File: config.mk
export PLATFORM = sky130hd
export DESIGN_NAME = cache
export DESIGN_NICKNAME = d
export VERILOG_FILES = /design/src/rtl/cache.sv
export SDC_FILE = /design/constraint.sdc
export NUM_CORES = 1
export LEC_CHECK = 0
export CORE_ASPECT_RATIO = 1.4
export CORE_MARGIN = 2
export CORE_UTILIZATION = 30
export CTS_CLUSTER_DIAMETER = 30
export DETAILED_ROUTE_END_ITERATION = 10
export MAX_ROUTING_LAYER = met4
export PLACE_DENSITY = 0.51
export SYNTH_ARGS = -nofsm -noshare
export SYNTH_HDL_FRONTEND = slang
export SYNTH_SLANG_ARGS = --single-unit
File: constraint.sdc
create_clock -name clk -period 5.1 [get_ports clk]
set_clock_uncertainty 0.2 [all_clocks]
set_input_delay 1.02 -clock clk [delete_from_list [all_inputs] [get_ports clk]]
set_output_delay 1.02 -clock clk [all_outputs]
set_load 0.05 [all_outputs]
File: src/rtl/cache.sv
// Direct-mapped one-word-per-line lookaside cache.
// Filled by snooped stores; read lookup is combinational.
module cache #(
  parameter int INDEX_BITS = 4
) (
  input  logic        clk,
  input  logic        reset,
  input  logic        memwrite,
  input  logic        memread,
  input  logic [31:0] addr,
  input  logic [31:0] write_data,
  output logic [31:0] read_data,
  output logic        hit,
  output logic        miss
);

  localparam int LINES = 1 << INDEX_BITS;
  localparam int TAG_W = 30 - INDEX_BITS;

  logic [LINES-1:0] valid;
  logic [TAG_W-1:0] tags [LINES];
  logic [31:0]      data [LINES];

  logic [INDEX_BITS-1:0] idx;
  logic [TAG_W-1:0]      tag;
  logic                  unused_offset;

  assign idx = addr[INDEX_BITS+1:2];
  assign tag = addr[31:INDEX_BITS+2];
  assign unused_offset = ^addr[1:0];

  always_comb begin
    hit = memread & valid[idx]
        & (tags[idx] == tag);
    miss = memread & ~hit;
    read_data = hit ? data[idx] : 32'h0;
  end

  always_ff @(posedge clk or negedge reset) begin
    if (!reset) begin
      valid <= '0;
    end else if (memwrite) begin
      valid[idx] <= 1'b1;
    end
  end

  // Payload arrays carry no reset; valid gates them.
  always_ff @(posedge clk) begin
    if (memwrite && reset) begin
      tags[idx] <= tag;
      data[idx] <= write_data;
    end
  end

endmodule

[Word level (Yosys, flattened, before mapping)]
Memory sizes are Yosys's and may differ from the RTL's.
Cells that the tools add are included.
Storage, ports and cells
  bits in registers: 16
  RAM bits: 928
  bits of input ports: 68
  output and inout port bits: 34
  logic and storage cells: 20
  memories: 2
Memory list
  data: words 16, width 32, read ports 1, clocked after Yosys merged registers in 0, wr ports 1, RTL line 22  | logic [31:0] data [LINES];
  tags: words 16, width 26, read ports 1, clocked after Yosys merged registers in 0, wr ports 1, RTL line 21  | logic [TAG_W-1:0] tags [LINES];
Cells by class
  $lt $le $gt $ge: 2
  equal/unequal tests: 1
  multiplexer cells: 7
  bitwise logic cells: 5
  reductions and logical operators: 2
Operator list (number)
  32-bit two-way mux: 1
  26-bit equality test: 1
  16-bit bitwise OR: 1
  4-bit by 5-bit less-than comparator with 1-bit output, second input constant: 1
  1-bit binary-select mux with 4-bit select: 1
  1-bit demux with 4-bit select: 1
  4-bit by 1-bit greater-or-equal comparator with 1-bit output, second input constant: 1
  1-bit two-way mux: 4
  1-bit bitwise AND: 3
  1-bit logical AND: 2
  1-bit NOT: 1

[Logic depth before layout (Yosys ltp)]
  depth in word-level cells: 6
  mapped depth: 13
  gate-level depth less buffers: 7

[Worst setup path after synthesis]
Ideal clock, no wire load.
  kind: input to register
  start point: in addr[5]
  end point: mem data[4][0] (enable)
  library setup time: 474 ps
  data arrival time: 5288 ps
  slack: -863 ps
  stages: 8
  path through: buf_2 -> buf_2 -> inv_2 -> buf_2 -> buf_2 -> buf_1 -> nand3_1 -> nor2_1
RTL lines
  from (decl): RTL line 10  | input logic [31:0] addr,
  to (decl): RTL line 22
Straight into the memory's write port.

[Final worst setup path]
  start point: in addr[2]
  end point: out read_data[25]
On the way
  word-level cells in the longest chain between the ends: 5
RTL lines
  branches (longest 4 deep; another with memory read 16 x 26 bit)
  32-bit two-way mux *: RTL line 36  | read_data = hit ? data[idx] : 32'h0;
  to (decl): RTL line 12  | output logic [31:0] read_data,
Every way passes the cells marked *. The select of a mux whose other input is x is not followed.

==> results.py <==
metrics = {
    "outcome": {
        "violations": "setup timing",
        "status": "finished with violations",
    },
    "critical_path": {
        "cp-start-kind": "input pin",
        "crit_path_end_kind": "output port",
        "critical_path.cell_chain": "bufbuf_16, buf_8, mux4_2, nor2_2, nor2_1, a32oi_1, or4b_4, buf_6, nor4_4, buf_6, buf_8, buf_16, and4_4, buf_12",
        "max_stage_delay_ns": 0.53,
        "cp_data_required_time_ns": 3.88,
        "path_buf_inv": 7,
        "critPathKind": "in -> out",
        "cp_slowest_cell": "or4b_4",
        "worstPathArrival_ns": 3.95,
        "cp_top_family": "buffers and inverters",
        "cp_max_fo": 8,
    },
    "synthesis": {
        "synth.cell_area_mm2": 0.0367,
        "synth-edff-count": 928,
        "synth_nets": 1659,
        "synth_top_area_frac": 0.758,
        "synthMuxAreaShare": 0.173,
        "ys_seq_elements": 944,
        "synth_area_leaders": "edfxtp_1 76%, mux4_2 15%, mux2i_1 1.5%, dfrtp_1 1.1%, and4_1 0.76%",
        "synth_top_family_by_area": "multiplexers",
        "yosysMostFrequentCell": "edfxtp_1",
        "synthAdderAreaFrac": 0,
        "synth_common_cells": "928 x edfxtp_1, 242 x mux4_2, 54 x mux2i_1",
        "synth_compound_area_frac": 0.0165,
        "synth_top_cell_by_area": "edfxtp_1",
        "synth_cell_type_count": 69,
        "yosys_warnings": 0,
        "syn_inst": 1591,
        "synthArstFlopShare": 0.0169,
        "synth_flop_cell": "edfxtp_1",
        "synth-simple-area-share": 0.0215,
        "syn_avg_cell_area_um2": 23.1,
        "ys_seq_area_frac": 0.769,
        "synth-xor-area-share": 0.00644,
    },
    "placed_design": {
        "place_inst": 3376,
        "place_congestion": 0.770,
        "place_hpwl_mm": 53.1,
        "place_ws_ns": -0.386,
        "port_buffers": 99,
    },
    "sta": {
        "post-route-period-util": 1.01,
        "slew_headroom": 0.470,
        "timing.fmax_mhz": 193,
        "period_minus_slack_ns": 5.17,
        "hold_violations": 0,
        "setup_viol_count_final": 17,
        "worstMarginPinSlew_ns": 0.795,
        "rsz0062_at_grt": "true",
        "drv_slew": 0,
        "setup_ws_ns": -0.0710,
    },
    "clocking": {
        "cts_buffer_depth": 3,
        "clk_latency_ns": 0.73,
        "cts_root_buffer": "clkbuf_16",
        "ctsHoldBuffers": 0,
        "cts_buffers": 134,
        "cts_tree": "built",
        "clk_pin_slew_worst_paths_ns": 0.05,
        "htree_levels": 4,
        "clock_sinks": 944,
    },
    "die": {
        "start_util": 0.303,
        "io-pin-count": 102,
        "rows": 151,
        "die_area_mm2": 0.125,
        "die_y_um": 418,
        "design.core.area_mm2": 0.121,
        "die_w_um": 300,
    },
    "detailed_routing": {
        "drc": 0,
        "wire_per_inst_um": 26.2,
        "first_pass_iters": 5,
        "viasPerCell": 4.86,
        "routed_wirelength_mm": 95.6,
        "vias": 17700,
        "first_iter_violations": 1436,
        "ant_nets": 0,
    },
    "finish": {
        "final_cells": 3654,
        "area_growth_pct": 27.4,
        "post-route-util": 0.386,
        "drive_above_1_share": 0.388,
        "nets": 1999,
    },
    "worst_hold_path": {
        "min_path_type": "reg -> reg",
    },
    "grt": {
        "grt_max_degree": 58,
        "grt_pass1_vias": 19500,
        "overflow": 0,
        "grt_first_pass_wirelength_mm": 138,
        "grt_use_total": 0.159,
        "antenna_found_initial": 9,
    },
    "job": {
        "drv_cap": 0,
    },
    "pwr": {
        "leakage_nw": 15.1,
        "ir_worst_vdd_v": 0.000388,
        "power.density_mw_per_mm2": 412,
        "total_power_mw": 19.3,
    },
}
## cell type report
| type | instances | area (µm²) |
|---|---|---|
| well taps | 1606 | 2010 |
| clock buffers | 151 | 3420 |
| clock inverters | 93 | 1330 |
| diodes | 9 | 22.5 |
| flip-flops and latches | 944 | 28300 |
| multi-input cells | 555 | 8340 |
| fillers | 10900 | 74500 |
| inverters | 8 | 32.5 |
| repair buffers | 288 | 3420 |
## routing by layer
metal  routed length, µm  vias to the layer above  track usage
met5                   0                        -            -
met4                2360                        0       0.0475
met3                4050                      161       0.0343
met2               50600                      437        0.273
met1               38700                     9585        0.186
li1                    -                     7566            -
## timing repair
item                                    CTS  global route
endpoints found under the setup margin   34            34
gates cloned                              9             1
gates resized for setup                  87            16
pin swaps                                18            20
setup buffers                            15             2
## cell usage in the layout, fill, tap and decap left out, types with 17 or more instances in the layout
master	n
clkbuf_1	17
buf_4	136
buf_12	60
mux2i_1	48
bufinv_16	24
mux2_2	22
clkbuf_16	135
o22ai_1	18
and4_4	32
edfxtp_1	928
clkdlybuf4s50_1	61
mux4_2	245
## sequential cells by signal (all words and copies together), names as in the netlist
name and count:
data 512, tags 416, valid 16
## kinds of logic after synthesis
kind of cell / Yosys count
AO/OA/AOI/OAI: 83
XOR/XNOR: 27
buffers and inverters: 92
multiplexers: 322
flip-flops: 944
AND/OR/NAND/NOR: 123
## per-stage QoR
step | instance area (µm²) | hold slack, ns | setup TNS [ns]
floorplan | 36800 | 0.234 | -398.67
global placement | 41300 | 0.253 | -12.76
detailed placement | 41300 | 0.262 | -11.82
CTS | 46700 | 0.274 | -2.52
global route | 46800 | 0.289 | -4.52
finish | 46800 | 0.269 | -0.935
## power by group
group | internal (mW) | leakage (nW) | switching, mW
combinational | 0.467 | 4.27 | 0.514
clock | 6.12 | 2.27 | 3.53
sequential | 8.64 | 8.52 | 0.0295
## path summary, 6_finish.rpt
| path | from | endpoint | slack (ns) | cells after the start |
|---|---|---|---|---|
| max in group asynchronous | reset | valid[6]$_DFFE_PN0P_ | 3.72 | 2 |
| min in group asynchronous | reset | valid[8]$_DFFE_PN0P_ | 0.42 | 1 |
| worst max register to register | valid[5]$_DFFE_PN0P_ | valid[5]$_DFFE_PN0P_ | 4.21 | 1 |
| worst min-delay path | valid[14]$_DFFE_PN0P_ | valid[14]$_DFFE_PN0P_ | 0.27 | 1 |
| worst max-delay path | addr[2] | read_data[25] | -0.07 | 14 |
| worst min register to register | valid[14]$_DFFE_PN0P_ | valid[14]$_DFFE_PN0P_ | 0.27 | 1 |
Power figures use the tool's default switching activity.
